<file path="config.mk">
export PLATFORM = sky130hd
export DESIGN_NAME = axi_burst_master_flat
export DESIGN_NICKNAME = d
export VERILOG_FILES = /design/src/rtl/axi_pkg.sv /design/src/rtl/axi_burst_master_if.sv /design/src/rtl/axi_rd_checker.sv /design/src/rtl/axi_burst_master.sv /design/src/flat_wrapper.sv
export SDC_FILE = /design/constraint.sdc
export NUM_CORES = 1
export LEC_CHECK = 0
export BUFFER_PORTS_ARGS = -buffer_cell sky130_fd_sc_hd__clkbuf_2
export CAP_MARGIN = 40
export CELL_PAD_IN_SITES_DETAIL_PLACEMENT = 1
export CELL_PAD_IN_SITES_GLOBAL_PLACEMENT = 1
export CORE_MARGIN = 8
export CORE_UTILIZATION = 41
export CTS_BUF_LIST = sky130_fd_sc_hd__clkbuf_8
export CTS_CLUSTER_DIAMETER = 30
export CTS_CLUSTER_SIZE = 10
export DETAILED_ROUTE_END_ITERATION = 16
export PLACE_DENSITY_LB_ADDON = 0.1
export SYNTH_ARGS = -nofsm -noshare
export SYNTH_HDL_FRONTEND = slang
export SYNTH_SLANG_ARGS = --single-unit
</file>
<file path="constraint.sdc">
create_clock -name M_AXI_ACLK -period 4.6 [get_ports M_AXI_ACLK]
set_clock_uncertainty 0.1 [all_clocks]
set_input_delay 0.23 -clock M_AXI_ACLK [delete_from_list [all_inputs] [get_ports M_AXI_ACLK]]
set_output_delay 0.23 -clock M_AXI_ACLK [all_outputs]
set_load 0.02 [all_outputs]
</file>
<file path="src/rtl/axi_pkg.sv">
// Shared AXI4 encodings and the burst-master FSM state type.
// Contents:
//   BURST_*  : AxBURST encodings (FIXED/INCR/WRAP)
//   RESP_*   : xRESP encodings (OKAY/EXOKAY/SLVERR/DECERR)
//   state_e  : burst-master sequencing states
package axi_pkg;

  localparam logic [1:0] BURST_FIXED = 2'b00;
  localparam logic [1:0] BURST_INCR  = 2'b01;
  localparam logic [1:0] BURST_WRAP  = 2'b10;

  localparam logic [1:0] RESP_OKAY   = 2'b00;
  localparam logic [1:0] RESP_EXOKAY = 2'b01;
  localparam logic [1:0] RESP_SLVERR = 2'b10;
  localparam logic [1:0] RESP_DECERR = 2'b11;

  typedef enum logic [2:0] {
    ST_IDLE,
    ST_AW,
    ST_W,
    ST_B,
    ST_AR,
    ST_R,
    ST_DONE
  } state_e;

endpackage

</file>
<file path="src/rtl/axi_burst_master_if.sv">
// AXI4 bus bundle between the burst master and an AXI slave.
// Parameters: DW data width, AW byte-address width, ID_WD ID width.
// Channels  : AW, W, B, AR, R with the usual AXI4 signal names.
// Modports  : master (drives AW/W/AR payload + VALIDs, BREADY/RREADY),
//             slave  (the mirror image).
interface axi_burst_master_if #(
  parameter int DW    = 32,
  parameter int AW    = 8,
  parameter int ID_WD = 2
) ();

  logic             AWVALID;
  logic             AWREADY;
  logic [ID_WD-1:0] AWID;
  logic [AW-1:0]    AWADDR;
  logic [7:0]       AWLEN;
  logic [2:0]       AWSIZE;
  logic [1:0]       AWBURST;

  logic             WVALID;
  logic             WREADY;
  logic [DW-1:0]    WDATA;
  logic [DW/8-1:0]  WSTRB;
  logic             WLAST;

  logic             BVALID;
  logic             BREADY;
  logic [ID_WD-1:0] BID;
  logic [1:0]       BRESP;

  logic             ARVALID;
  logic             ARREADY;
  logic [ID_WD-1:0] ARID;
  logic [AW-1:0]    ARADDR;
  logic [7:0]       ARLEN;
  logic [2:0]       ARSIZE;
  logic [1:0]       ARBURST;

  logic             RVALID;
  logic             RREADY;
  logic [ID_WD-1:0] RID;
  logic [DW-1:0]    RDATA;
  logic [1:0]       RRESP;
  logic             RLAST;

  modport master (
    output AWVALID, AWID, AWADDR, AWLEN, AWSIZE, AWBURST,
    input  AWREADY,
    output WVALID, WDATA, WSTRB, WLAST,
    input  WREADY,
    input  BVALID, BID, BRESP,
    output BREADY,
    output ARVALID, ARID, ARADDR, ARLEN, ARSIZE, ARBURST,
    input  ARREADY,
    input  RVALID, RID, RDATA, RRESP, RLAST,
    output RREADY
  );

  modport slave (
    input  AWVALID, AWID, AWADDR, AWLEN, AWSIZE, AWBURST,
    output AWREADY,
    input  WVALID, WDATA, WSTRB, WLAST,
    output WREADY,
    output BVALID, BID, BRESP,
    input  BREADY,
    input  ARVALID, ARID, ARADDR, ARLEN, ARSIZE, ARBURST,
    output ARREADY,
    output RVALID, RID, RDATA, RRESP, RLAST,
    input  RREADY
  );

endinterface

</file>
<file path="src/rtl/axi_rd_checker.sv">
// Combinational compare of one R beat against the expected pattern.
// Inputs : seed_i/len_i of the current command, beat_i (index of the beat
//          on the bus), rd_id_i (ID the read was issued with), and the R
//          payload (rdata_i, rid_i, rresp_i, rlast_i).
// Outputs: mism_inc_o (data differs from seed+beat), err_o (bad RRESP,
//          wrong RID or RLAST in the wrong place), last_o (beat == len).
// The caller qualifies all outputs with the R handshake.
module axi_rd_checker
  import axi_pkg::*;
#(
  parameter int DW    = 32,
  parameter int ID_WD = 2
) (
  input  logic [DW-1:0]    seed_i,
  input  logic [7:0]       len_i,
  input  logic [7:0]       beat_i,
  input  logic [ID_WD-1:0] rd_id_i,
  input  logic [DW-1:0]    rdata_i,
  input  logic [ID_WD-1:0] rid_i,
  input  logic [1:0]       rresp_i,
  input  logic             rlast_i,
  output logic             mism_inc_o,
  output logic             err_o,
  output logic             last_o
);

  logic [DW-1:0] exp_data;

  // Pattern wraps naturally modulo 2^DW.
  assign exp_data   = seed_i + DW'(beat_i);
  assign last_o     = (beat_i == len_i);
  assign mism_inc_o = (rdata_i != exp_data);
  assign err_o      = (rresp_i != RESP_OKAY) || (rid_i != rd_id_i) ||
                      (rlast_i != last_o);

endmodule

</file>
<file path="src/rtl/axi_burst_master.sv">
// Self-checking AXI4 burst master. Each accepted command writes one INCR
// burst of seed, seed+1, ... starting at an aligned address, then reads the
// same range back and counts data mismatches and protocol errors.
// Ports:
//   M_AXI_ACLK / M_AXI_ARSTN : clock, asynchronous active-low reset
//   cmd_valid / cmd_ready    : command handshake (ready only in IDLE)
//   cmd_addr/cmd_len/cmd_seed: burst start address, beats-1, beat-0 data
//   done                     : one-cycle pulse when a command finishes
//   mism_cnt / proto_err     : result of the last command, held until the
//                              next command is accepted
//   m_axi                    : AXI4 master bus (AW/W/B/AR/R)
module axi_burst_master
  import axi_pkg::*;
#(
  parameter int DW    = 32,
  parameter int AW    = 8,
  parameter int ID_WD = 2
) (
  input  logic          M_AXI_ACLK,
  input  logic          M_AXI_ARSTN,
  input  logic          cmd_valid,
  output logic          cmd_ready,
  input  logic [AW-1:0] cmd_addr,
  input  logic [7:0]    cmd_len,
  input  logic [DW-1:0] cmd_seed,
  output logic          done,
  output logic [8:0]    mism_cnt,
  output logic          proto_err,
  axi_burst_master_if.master m_axi
);

  localparam int            SZ         = $clog2(DW / 8);
  localparam logic [2:0]    AXSIZE     = 3'(SZ);
  localparam logic [AW-1:0] ALIGN_MASK = ~AW'((1 << SZ) - 1);

  state_e           state_q;
  logic [AW-1:0]    addr_q;
  logic [7:0]       len_q;
  logic [DW-1:0]    seed_q;
  logic [7:0]       beat_q;
  logic [ID_WD-1:0] wr_id_q;
  logic [ID_WD-1:0] rd_id_q;
  logic             awvalid_q;
  logic             wvalid_q;
  logic [DW-1:0]    wdata_q;
  logic             wlast_q;
  logic             bready_q;
  logic             arvalid_q;
  logic             rready_q;
  logic             done_q;
  logic [8:0]       mism_q;
  logic             perr_q;

  logic [7:0]       beat_d;
  logic [DW-1:0]    wdata_d;
  logic             aw_hs, w_hs, b_hs, ar_hs, r_hs;
  logic             rd_mism, rd_err, rd_last;

  assign beat_d  = beat_q + 8'd1;
  assign wdata_d = seed_q + DW'(beat_d);

  assign aw_hs = awvalid_q & m_axi.AWREADY;
  assign w_hs  = wvalid_q  & m_axi.WREADY;
  assign b_hs  = bready_q  & m_axi.BVALID;
  assign ar_hs = arvalid_q & m_axi.ARREADY;
  assign r_hs  = rready_q  & m_axi.RVALID;

  axi_rd_checker #(
    .DW    (DW),
    .ID_WD (ID_WD)
  ) u_rd_chk (
    .seed_i     (seed_q),
    .len_i      (len_q),
    .beat_i     (beat_q),
    .rd_id_i    (rd_id_q),
    .rdata_i    (m_axi.RDATA),
    .rid_i      (m_axi.RID),
    .rresp_i    (m_axi.RRESP),
    .rlast_i    (m_axi.RLAST),
    .mism_inc_o (rd_mism),
    .err_o      (rd_err),
    .last_o     (rd_last)
  );

  // Address/len come straight from the latched command registers; they only
  // change on accept, so they are stable for the whole AW and AR phases.
  assign m_axi.AWVALID = awvalid_q;
  assign m_axi.AWID    = wr_id_q;
  assign m_axi.AWADDR  = addr_q;
  assign m_axi.AWLEN   = len_q;
  assign m_axi.AWSIZE  = AXSIZE;
  assign m_axi.AWBURST = BURST_INCR;

  assign m_axi.WVALID  = wvalid_q;
  assign m_axi.WDATA   = wdata_q;
  assign m_axi.WSTRB   = '1;
  assign m_axi.WLAST   = wlast_q;

  assign m_axi.BREADY  = bready_q;

  assign m_axi.ARVALID = arvalid_q;
  assign m_axi.ARID    = rd_id_q;
  assign m_axi.ARADDR  = addr_q;
  assign m_axi.ARLEN   = len_q;
  assign m_axi.ARSIZE  = AXSIZE;
  assign m_axi.ARBURST = BURST_INCR;

  assign m_axi.RREADY  = rready_q;

  assign cmd_ready = (state_q == ST_IDLE);
  assign done      = done_q;
  assign mism_cnt  = mism_q;
  assign proto_err = perr_q;

  always_ff @(posedge M_AXI_ACLK or negedge M_AXI_ARSTN) begin
    if (!M_AXI_ARSTN) begin
      state_q   <= ST_IDLE;
      addr_q    <= '0;
      len_q     <= '0;
      seed_q    <= '0;
      beat_q    <= '0;
      wr_id_q   <= '0;
      rd_id_q   <= '0;
      awvalid_q <= 1'b0;
      wvalid_q  <= 1'b0;
      wdata_q   <= '0;
      wlast_q   <= 1'b0;
      bready_q  <= 1'b0;
      arvalid_q <= 1'b0;
      rready_q  <= 1'b0;
      done_q    <= 1'b0;
      mism_q    <= '0;
      perr_q    <= 1'b0;
    end else begin
      done_q <= 1'b0;
      case (state_q)
        ST_IDLE: begin
          if (cmd_valid) begin
            addr_q    <= cmd_addr & ALIGN_MASK;
            len_q     <= cmd_len;
            seed_q    <= cmd_seed;
            beat_q    <= '0;
            mism_q    <= '0;
            perr_q    <= 1'b0;
            awvalid_q <= 1'b1;
            state_q   <= ST_AW;
          end
        end
        ST_AW: begin
          if (aw_hs) begin
            awvalid_q <= 1'b0;
            wvalid_q  <= 1'b1;
            wdata_q   <= seed_q;
            wlast_q   <= (len_q == 8'd0);
            state_q   <= ST_W;
          end
        end
        ST_W: begin
          if (w_hs) begin
            if (wlast_q) begin
              wvalid_q <= 1'b0;
              wlast_q  <= 1'b0;
              beat_q   <= '0;
              bready_q <= 1'b1;
              state_q  <= ST_B;
            end else begin
              beat_q  <= beat_d;
              wdata_q <= wdata_d;
              wlast_q <= (beat_d == len_q);
            end
          end
        end
        ST_B: begin
          if (b_hs) begin
            bready_q  <= 1'b0;
            if ((m_axi.BRESP != RESP_OKAY) || (m_axi.BID != wr_id_q)) perr_q <= 1'b1;
            wr_id_q   <= wr_id_q + ID_WD'(1);
            arvalid_q <= 1'b1;
            state_q   <= ST_AR;
          end
        end
        ST_AR: begin
          if (ar_hs) begin
            arvalid_q <= 1'b0;
            rready_q  <= 1'b1;
            state_q   <= ST_R;
          end
        end
        ST_R: begin
          if (r_hs) begin
            mism_q <= mism_q + 9'(rd_mism);
            if (rd_err) perr_q <= 1'b1;
            // Termination follows our own beat count, not RLAST, so a slave
            // with a misplaced RLAST cannot stall or truncate the read.
            if (rd_last) begin
              rready_q <= 1'b0;
              beat_q   <= '0;
              rd_id_q  <= rd_id_q + ID_WD'(1);
              done_q   <= 1'b1;
              state_q  <= ST_DONE;
            end else begin
              beat_q <= beat_d;
            end
          end
        end
        ST_DONE: state_q <= ST_IDLE;
        default: state_q <= ST_IDLE;
      endcase
    end
  end

endmodule

</file>
<file path="src/flat_wrapper.sv">
// flat-port wrapper written by rule: the top's interface ports become plain ports
module axi_burst_master_flat import axi_pkg::*;
#(
  parameter int DW    = 32,
  parameter int AW    = 8,
  parameter int ID_WD = 2
)
  (M_AXI_ACLK, M_AXI_ARSTN, cmd_valid, cmd_ready, cmd_addr, cmd_len, cmd_seed, done, mism_cnt, proto_err, m_axi_AWVALID, m_axi_AWID, m_axi_AWADDR, m_axi_AWLEN, m_axi_AWSIZE, m_axi_AWBURST, m_axi_AWREADY, m_axi_WVALID, m_axi_WDATA, m_axi_WSTRB, m_axi_WLAST, m_axi_WREADY, m_axi_BVALID, m_axi_BID, m_axi_BRESP, m_axi_BREADY, m_axi_ARVALID, m_axi_ARID, m_axi_ARADDR, m_axi_ARLEN, m_axi_ARSIZE, m_axi_ARBURST, m_axi_ARREADY, m_axi_RVALID, m_axi_RID, m_axi_RDATA, m_axi_RRESP, m_axi_RLAST, m_axi_RREADY);
  axi_burst_master_if #(.DW(DW), .AW(AW), .ID_WD(ID_WD)) m_axi_i ();
  input  logic M_AXI_ACLK;
  input  logic M_AXI_ARSTN;
  input  logic cmd_valid;
  output logic cmd_ready;
  input  logic [AW-1:0] cmd_addr;
  input  logic [7:0] cmd_len;
  input  logic [DW-1:0] cmd_seed;
  output logic done;
  output logic [8:0] mism_cnt;
  output logic proto_err;
  output wire logic [$bits(m_axi_i.AWVALID)-1:0] m_axi_AWVALID;
  output wire logic [$bits(m_axi_i.AWID)-1:0] m_axi_AWID;
  output wire logic [$bits(m_axi_i.AWADDR)-1:0] m_axi_AWADDR;
  output wire logic [$bits(m_axi_i.AWLEN)-1:0] m_axi_AWLEN;
  output wire logic [$bits(m_axi_i.AWSIZE)-1:0] m_axi_AWSIZE;
  output wire logic [$bits(m_axi_i.AWBURST)-1:0] m_axi_AWBURST;
  input wire logic [$bits(m_axi_i.AWREADY)-1:0] m_axi_AWREADY;
  output wire logic [$bits(m_axi_i.WVALID)-1:0] m_axi_WVALID;
  output wire logic [$bits(m_axi_i.WDATA)-1:0] m_axi_WDATA;
  output wire logic [$bits(m_axi_i.WSTRB)-1:0] m_axi_WSTRB;
  output wire logic [$bits(m_axi_i.WLAST)-1:0] m_axi_WLAST;
  input wire logic [$bits(m_axi_i.WREADY)-1:0] m_axi_WREADY;
  input wire logic [$bits(m_axi_i.BVALID)-1:0] m_axi_BVALID;
  input wire logic [$bits(m_axi_i.BID)-1:0] m_axi_BID;
  input wire logic [$bits(m_axi_i.BRESP)-1:0] m_axi_BRESP;
  output wire logic [$bits(m_axi_i.BREADY)-1:0] m_axi_BREADY;
  output wire logic [$bits(m_axi_i.ARVALID)-1:0] m_axi_ARVALID;
  output wire logic [$bits(m_axi_i.ARID)-1:0] m_axi_ARID;
  output wire logic [$bits(m_axi_i.ARADDR)-1:0] m_axi_ARADDR;
  output wire logic [$bits(m_axi_i.ARLEN)-1:0] m_axi_ARLEN;
  output wire logic [$bits(m_axi_i.ARSIZE)-1:0] m_axi_ARSIZE;
  output wire logic [$bits(m_axi_i.ARBURST)-1:0] m_axi_ARBURST;
  input wire logic [$bits(m_axi_i.ARREADY)-1:0] m_axi_ARREADY;
  input wire logic [$bits(m_axi_i.RVALID)-1:0] m_axi_RVALID;
  input wire logic [$bits(m_axi_i.RID)-1:0] m_axi_RID;
  input wire logic [$bits(m_axi_i.RDATA)-1:0] m_axi_RDATA;
  input wire logic [$bits(m_axi_i.RRESP)-1:0] m_axi_RRESP;
  input wire logic [$bits(m_axi_i.RLAST)-1:0] m_axi_RLAST;
  output wire logic [$bits(m_axi_i.RREADY)-1:0] m_axi_RREADY;
  assign m_axi_AWVALID = m_axi_i.AWVALID;
  assign m_axi_AWID = m_axi_i.AWID;
  assign m_axi_AWADDR = m_axi_i.AWADDR;
  assign m_axi_AWLEN = m_axi_i.AWLEN;
  assign m_axi_AWSIZE = m_axi_i.AWSIZE;
  assign m_axi_AWBURST = m_axi_i.AWBURST;
  assign m_axi_i.AWREADY = m_axi_AWREADY;
  assign m_axi_WVALID = m_axi_i.WVALID;
  assign m_axi_WDATA = m_axi_i.WDATA;
  assign m_axi_WSTRB = m_axi_i.WSTRB;
  assign m_axi_WLAST = m_axi_i.WLAST;
  assign m_axi_i.WREADY = m_axi_WREADY;
  assign m_axi_i.BVALID = m_axi_BVALID;
  assign m_axi_i.BID = m_axi_BID;
  assign m_axi_i.BRESP = m_axi_BRESP;
  assign m_axi_BREADY = m_axi_i.BREADY;
  assign m_axi_ARVALID = m_axi_i.ARVALID;
  assign m_axi_ARID = m_axi_i.ARID;
  assign m_axi_ARADDR = m_axi_i.ARADDR;
  assign m_axi_ARLEN = m_axi_i.ARLEN;
  assign m_axi_ARSIZE = m_axi_i.ARSIZE;
  assign m_axi_ARBURST = m_axi_i.ARBURST;
  assign m_axi_i.ARREADY = m_axi_ARREADY;
  assign m_axi_i.RVALID = m_axi_RVALID;
  assign m_axi_i.RID = m_axi_RID;
  assign m_axi_i.RDATA = m_axi_RDATA;
  assign m_axi_i.RRESP = m_axi_RRESP;
  assign m_axi_i.RLAST = m_axi_RLAST;
  assign m_axi_RREADY = m_axi_i.RREADY;
  axi_burst_master #(.DW(DW), .AW(AW), .ID_WD(ID_WD)) u_core (.M_AXI_ACLK(M_AXI_ACLK), .M_AXI_ARSTN(M_AXI_ARSTN), .cmd_valid(cmd_valid), .cmd_ready(cmd_ready), .cmd_addr(cmd_addr), .cmd_len(cmd_len), .cmd_seed(cmd_seed), .done(done), .mism_cnt(mism_cnt), .proto_err(proto_err), .m_axi(m_axi_i));
endmodule
</file>
# Yosys cells after proc, flatten, opt, wreduce, memory -nomap -nowiden
# Index checks and enable logic that the tools add are counted.
[totals]
word_cells = 132
ff_bits = 110
output_inout_bits = 100
in_bits = 97
[classes]
n_eq_ne = 22
mux = 53
bitwise_logic = 5
n_reduce_logical = 29
add_sub_neg = 6
[ops]
columns = ["cell", "count"]
rows = [
  ["$mux W32", 3],
  ["$add A32 B8 Y32", 2],
  ["$pmux W32 S2", 1],
  ["$mux W8", 5],
  ["$ne A32 B32 Y1", 1],
  ["$mux W1", 24],
  ["$mux W3", 8],
  ["$pmux W8 S3", 1],
  ["$reduce_and A4 Y1", 5],
  ["$mux W9", 2],
  ["$pmux W3 S6", 1],
  ["$pmux W9 S2", 1],
  ["$eq A8 B8 Y1", 2],
  ["$ne A2 B1 Y1 const B", 8],
  ["$reduce_bool A2 Y1", 8],
  ["$reduce_and A3 Y1", 5],
  ["$pmux W1 S2", 6],
  ["$add A9 B1 Y9", 1],
  ["$add A8 B1 Y8 const B", 1],
  ["$logic_not A8 Y1", 1],
  ["$reduce_and A8 Y1", 1],
  ["$eq A3 B2 Y1 const B", 2],
  ["$eq A3 B3 Y1 const B", 2],
  ["$ne A2 B2 Y1 const B", 3],
  ["11 further kinds", 21],
]

# Depth between registers and ports, before layout
[depth]
depth_word = 6
ltp_mapped = 15
mapped_depth_nobuf = 15

# By module
# Synthesis repeated with hierarchy kept, for this count alone.
[hier_totals]
hier_cells = 779
area_unflattened_um2 = 7437.1
[by_module_without_submodules]
columns = ["mod", "seq_area_each_um2", "cells_each", "area_per_inst_um2", "n_inst"]
rows = [
  ["axi_burst_master", 2752.6, 579, 5881.9, 1],
  ["axi_rd_checker", 0.0, 200, 1555.2, 1],
]

# Worst setup path before layout
# OpenSTA, ideal clock, no wires.
[synth_path]
path_kind = "register -> register"
start = "reg u_core.beat_q[0]"
end = "reg u_core.mism_q[8], in the netlist u_core.mism_cnt[8]"
stages_incl_launch_ff = 16
t_required_ps = 4369
n_path_buf = 0
t_arrival_ps = 3265
setup_slack_ps = 1104
period_less_slack_ps = 3496
setup_time_ps = 131
path_cell_list = "dfrtp_1 ha_1 fa_1 xnor2_1 o211ai_1 or4_1 nor4_1 nand4_1 nor4_1 nand4_1 ha_1 ha_1 and3_1 nand4_1 xor2_1 nor2_1"
[synth_via]
elab_chain_len = 5
[synth_rtl]
columns = ["item", "line", "source"]
rows = [
  ["from (decl)", "axi_burst_master.sv:40", "logic [7:0] beat_q;"],
  ["from (signal assigned)", "axi_burst_master.sv:167", "beat_q <= beat_d;"],
  ["from (signal assigned)", "axi_burst_master.sv:202", "beat_q <= beat_d;"],
  ["$add A32 B8 Y32", "axi_rd_checker.sv:30", "assign exp_data = seed_i + DW'(beat_i);"],
  ["$ne A32 B32 Y1", "axi_rd_checker.sv:32", "assign mism_inc_o = (rdata_i != exp_data);"],
  ["$add A9 B1 Y9", "axi_burst_master.sv:191", "mism_q <= mism_q + 9'(rd_mism);"],
  ["$mux W9", "axi_burst_master.sv:190", "if (r_hs) begin"],
  ["$pmux W9 S2", "axi_burst_master.sv:136", "case (state_q)"],
  ["to (signal assigned)", "axi_burst_master.sv:191", ""],
  ["to (decl)", "axi_burst_master.sv:51", "logic [8:0] mism_q;"],
]
# No other way between the ends. The select of a mux whose other input is x is not followed.
# A chain may end at the register's enable or synchronous reset.

# Worst setup path in the final report
[layout_path]
start = "reg u_core.beat_q[5]"
end = "reg u_core.mism_q[8], in the netlist u_core.mism_cnt[8]"
# Same word-level chain as after synthesis.

==> qor.yml <==
status: "complete, no violations"
syn_area_per_cell_um2: 9.19
synth_edf_count: 0
initial_utilization: 0.418
hold_ws_ns: 0.0282
synth_seq_cells: 110
grt_pass1_wl_um: 39100
overflow: 0
yosysSeqAreaShare: 0.381
layout.nets: 1095
clk_latency_ns: 0.39
dp_hpwl_um: 18700
clk_pin_slew_ns: 0.12
cts_max_level: 3
core_um2: 17300
cp_max_fo: 7
drt_wl_total_um: 24200
async_flop_share: 1.00
place_congestion: 0.858
cp-start-kind: "register"
numCtsBuffers: 9
clk_path_buf_depth: 2
crit_arrival_ns: 4.43
ant_nets: 0
p_switching_uw: 2940
ys_warn_count: 0
viasPerCell: 5.49
yosysTopAreaCellShare: 0.381
boundaryPins: 197
synth.cell_area_um2: 7230
synthTopCellsByArea: "dfrtp_1, mux2_2, xnor2_1"
grt_usage: 0.221
wl_per_cell_um: 20.0
maxSlewViolCount: 0
grt_max_degree: 50
p_clk_frac: 0.101
cts_tree: "built"
grt_antenna_before_repair: 0
tns_ns: 0
power.internal_uw: 2940
n_fill_cell: 2077
finalCritPeriodShare: 0.927
peakVddDrop_uv: 315
num_rows: 48
worstSetupPathType: "reg2reg"
required_ns: 4.77
synthCells: 786
fin_crit_ns: 4.26
vias: 6621
synth_flop_cell: "dfrtp_1"
hold_class: "in2reg"
setup_viol: 0
dr.pass1.iters: 4
synth_cell_types: 63
p_sw_frac: 0.500
clock.fmax_mhz: 235
area_growth_pct: 22.3
critPathCaptureType: "register"
cts_sinks: 110
portBuffers: 176
drtIter0Drc: 346
n_antenna_cell: 0
drive_gt1_frac: 0.264
rsz0062_at_grt: "no"
p_seq_frac: 0.338
die_h_um: 149
p_per_area_nw_per_um2: 666
dieWidth_um: 149
drc: 0
total_leakage_power_uw: 0.00397
finalHoldViolations: 0
slew_headroom: 0.460
p_comb_frac: 0.561
die-area_um2: 22100
cts_root_buf: "clkbuf_8"
tightest_slew_ns: 0.810
final_util: 0.511
cap_violations: 0
grt_pass1_vias: 7209
synth_top_cell_by_area: "dfrtp_1"
-- layer usage --
layer  up-vias  wire, um  GRT usage
met5         -         0          0
met1      3327     10300      0.269
met2       145     12500      0.392
li1       3122         -          -
met4         0       478     0.0722
met3        27       964     0.0337
-- cell type report --
class / instances / area (um2) / area share
Tap cell: 225 / 282 / 0.0319
Sequential cell: 110 / 2750 / 0.311
Multi-Input combinational cell: 604 / 4070 / 0.461
Clock inverter: 6 / 45.0 / 0.00510
Clock buffer: 10 / 138 / 0.0156
Timing Repair Buffer: 236 / 1490 / 0.168
Inverter: 16 / 60.1 / 0.00680
-- critical path: stages, from the launching register on --
cell and delay [ns]:
dfrtp_1 0.50, ha_1 0.50, xor2_1 0.24, nor2_1 0.07, or4_1 0.52, nor4_1 0.27
nand4_1 0.16, nor4_1 0.52, nand4_1 0.24, ha_1 0.27, ha_1 0.19, and3_1 0.20
nand4_1 0.12, xor2_1 0.17, nor2_1 0.05
-- registers in the layout, summed over array words and instances, names as in the netlist --
register,count
u_core.beat_q,8
u_core.m_axi.ARADDR,6
u_core.mism_cnt,9
u_core.m_axi.WLAST,1
u_core.m_axi.WVALID,1
u_core.m_axi.RREADY,1
u_core.m_axi.ARID,2
u_core.done,1
u_core.seed_q,32
u_core.state_q,3
u_core.m_axi.ARVALID,1
u_core.m_axi.ARLEN,8
u_core.m_axi.AWVALID,1
u_core.m_axi.BREADY,1
u_core.m_axi.AWID,2
u_core.m_axi.WDATA,32
u_core.proto_err,1
-- Yosys cell counts, drive strengths merged, types with 7 or more instances --
cell type,instances
clkbuf,25
mux2,48
inv,16
o21ai,48
ha,19
and2,7
xnor2,58
buf,47
and3,7
or4,13
a31oi,13
xor2,36
nor4,13
dfrtp,110
nand2,80
nand3,20
nor3,19
nand4,21
a21oi,31
nor2,53
o211ai,11
-- worst paths after layout --
| kind | startpoint | endpoint | cells past startpoint | slack [ns] |
|---|---|---|---|---|
| min in group asynchronous | M_AXI_ARSTN | u_core.m_axi.AWID[0] | 2 | 0.23 |
| min reg2reg | u_core.m_axi.WDATA[24] | u_core.m_axi.WDATA[24] | 2 | 0.39 |
| min | m_axi_ARREADY | u_core.m_axi.ARVALID | 3 | 0.03 |
| max | u_core.beat_q[5] | u_core.mism_cnt[8] | 14 | 0.34 |
| max reg2reg | u_core.beat_q[5] | u_core.mism_cnt[8] | 14 | 0.34 |
| max in group asynchronous | M_AXI_ARSTN | u_core.seed_q[10] | 4 | 3.07 |
-- cell usage in the layout, fill, tap and decap left out, types with 13 or more instances in the layout --
cell | synthesis | final
nand3_1 | 20 | 20
xor2_1 | 36 | 36
clkbuf_2 | 0 | 175
a21oi_1 | 31 | 30
nand4_1 | 20 | 20
nor2_1 | 53 | 53
a31oi_1 | 13 | 13
dlygate4sd3_1 | 0 | 47
nor3_1 | 19 | 19
mux2_2 | 47 | 47
or4_1 | 13 | 13
inv_1 | 16 | 17
nand2_1 | 80 | 80
conb_1 | 2 | 18
dfrtp_1 | 110 | 110
ha_1 | 19 | 19
o21ai_1 | 27 | 27
xnor2_1 | 58 | 58
o21ai_0 | 21 | 21
-- kinds of logic after synthesis --
group	after synthesis	synth area share
compound gates	158	0.140
xor+xnor	94	0.114
fa+ha+maj	21	0.0384
buf+inv	88	0.0648
flops	110	0.381
mux	50	0.0776
other cells	2	0.00104
simple gates	263	0.184
-- power groups by stage --
stage | clock network [uW] | logic [uW] | registers [uW]
after floorplan | 0 | 2260 | 1980
after detailed placement | 0 | 3260 | 2000
after global routing | 649 | 3630 | 2060
after CTS | 606 | 3320 | 1980
after global placement | 0 | 3100 | 1980
final | 594 | 3300 | 1990
-- per-stage QoR --
step,std cells,setup WS [ns],instance area (um2),total power [uW]
4_1_cts,1207,0.383,8840,5900
5_1_grt,1207,0.177,8840,6340
3_5_place_dp,1144,0.424,8180,5270
3_3_place_gp,1140,0.511,8120,5080
2_1_floorplan,802,1.10,7290,4240
6_report,1207,0.338,8840,5880
-- what timing repair did --
| item | CTS | global route |
|---|---|---|
| hold endpoints to repair | 78 | 0 |
| setup buffers | 0 | 0 |
| hold buffers | 47 | 0 |
| resized for setup | 0 | 0 |
(Power assumes the default switching activity.)
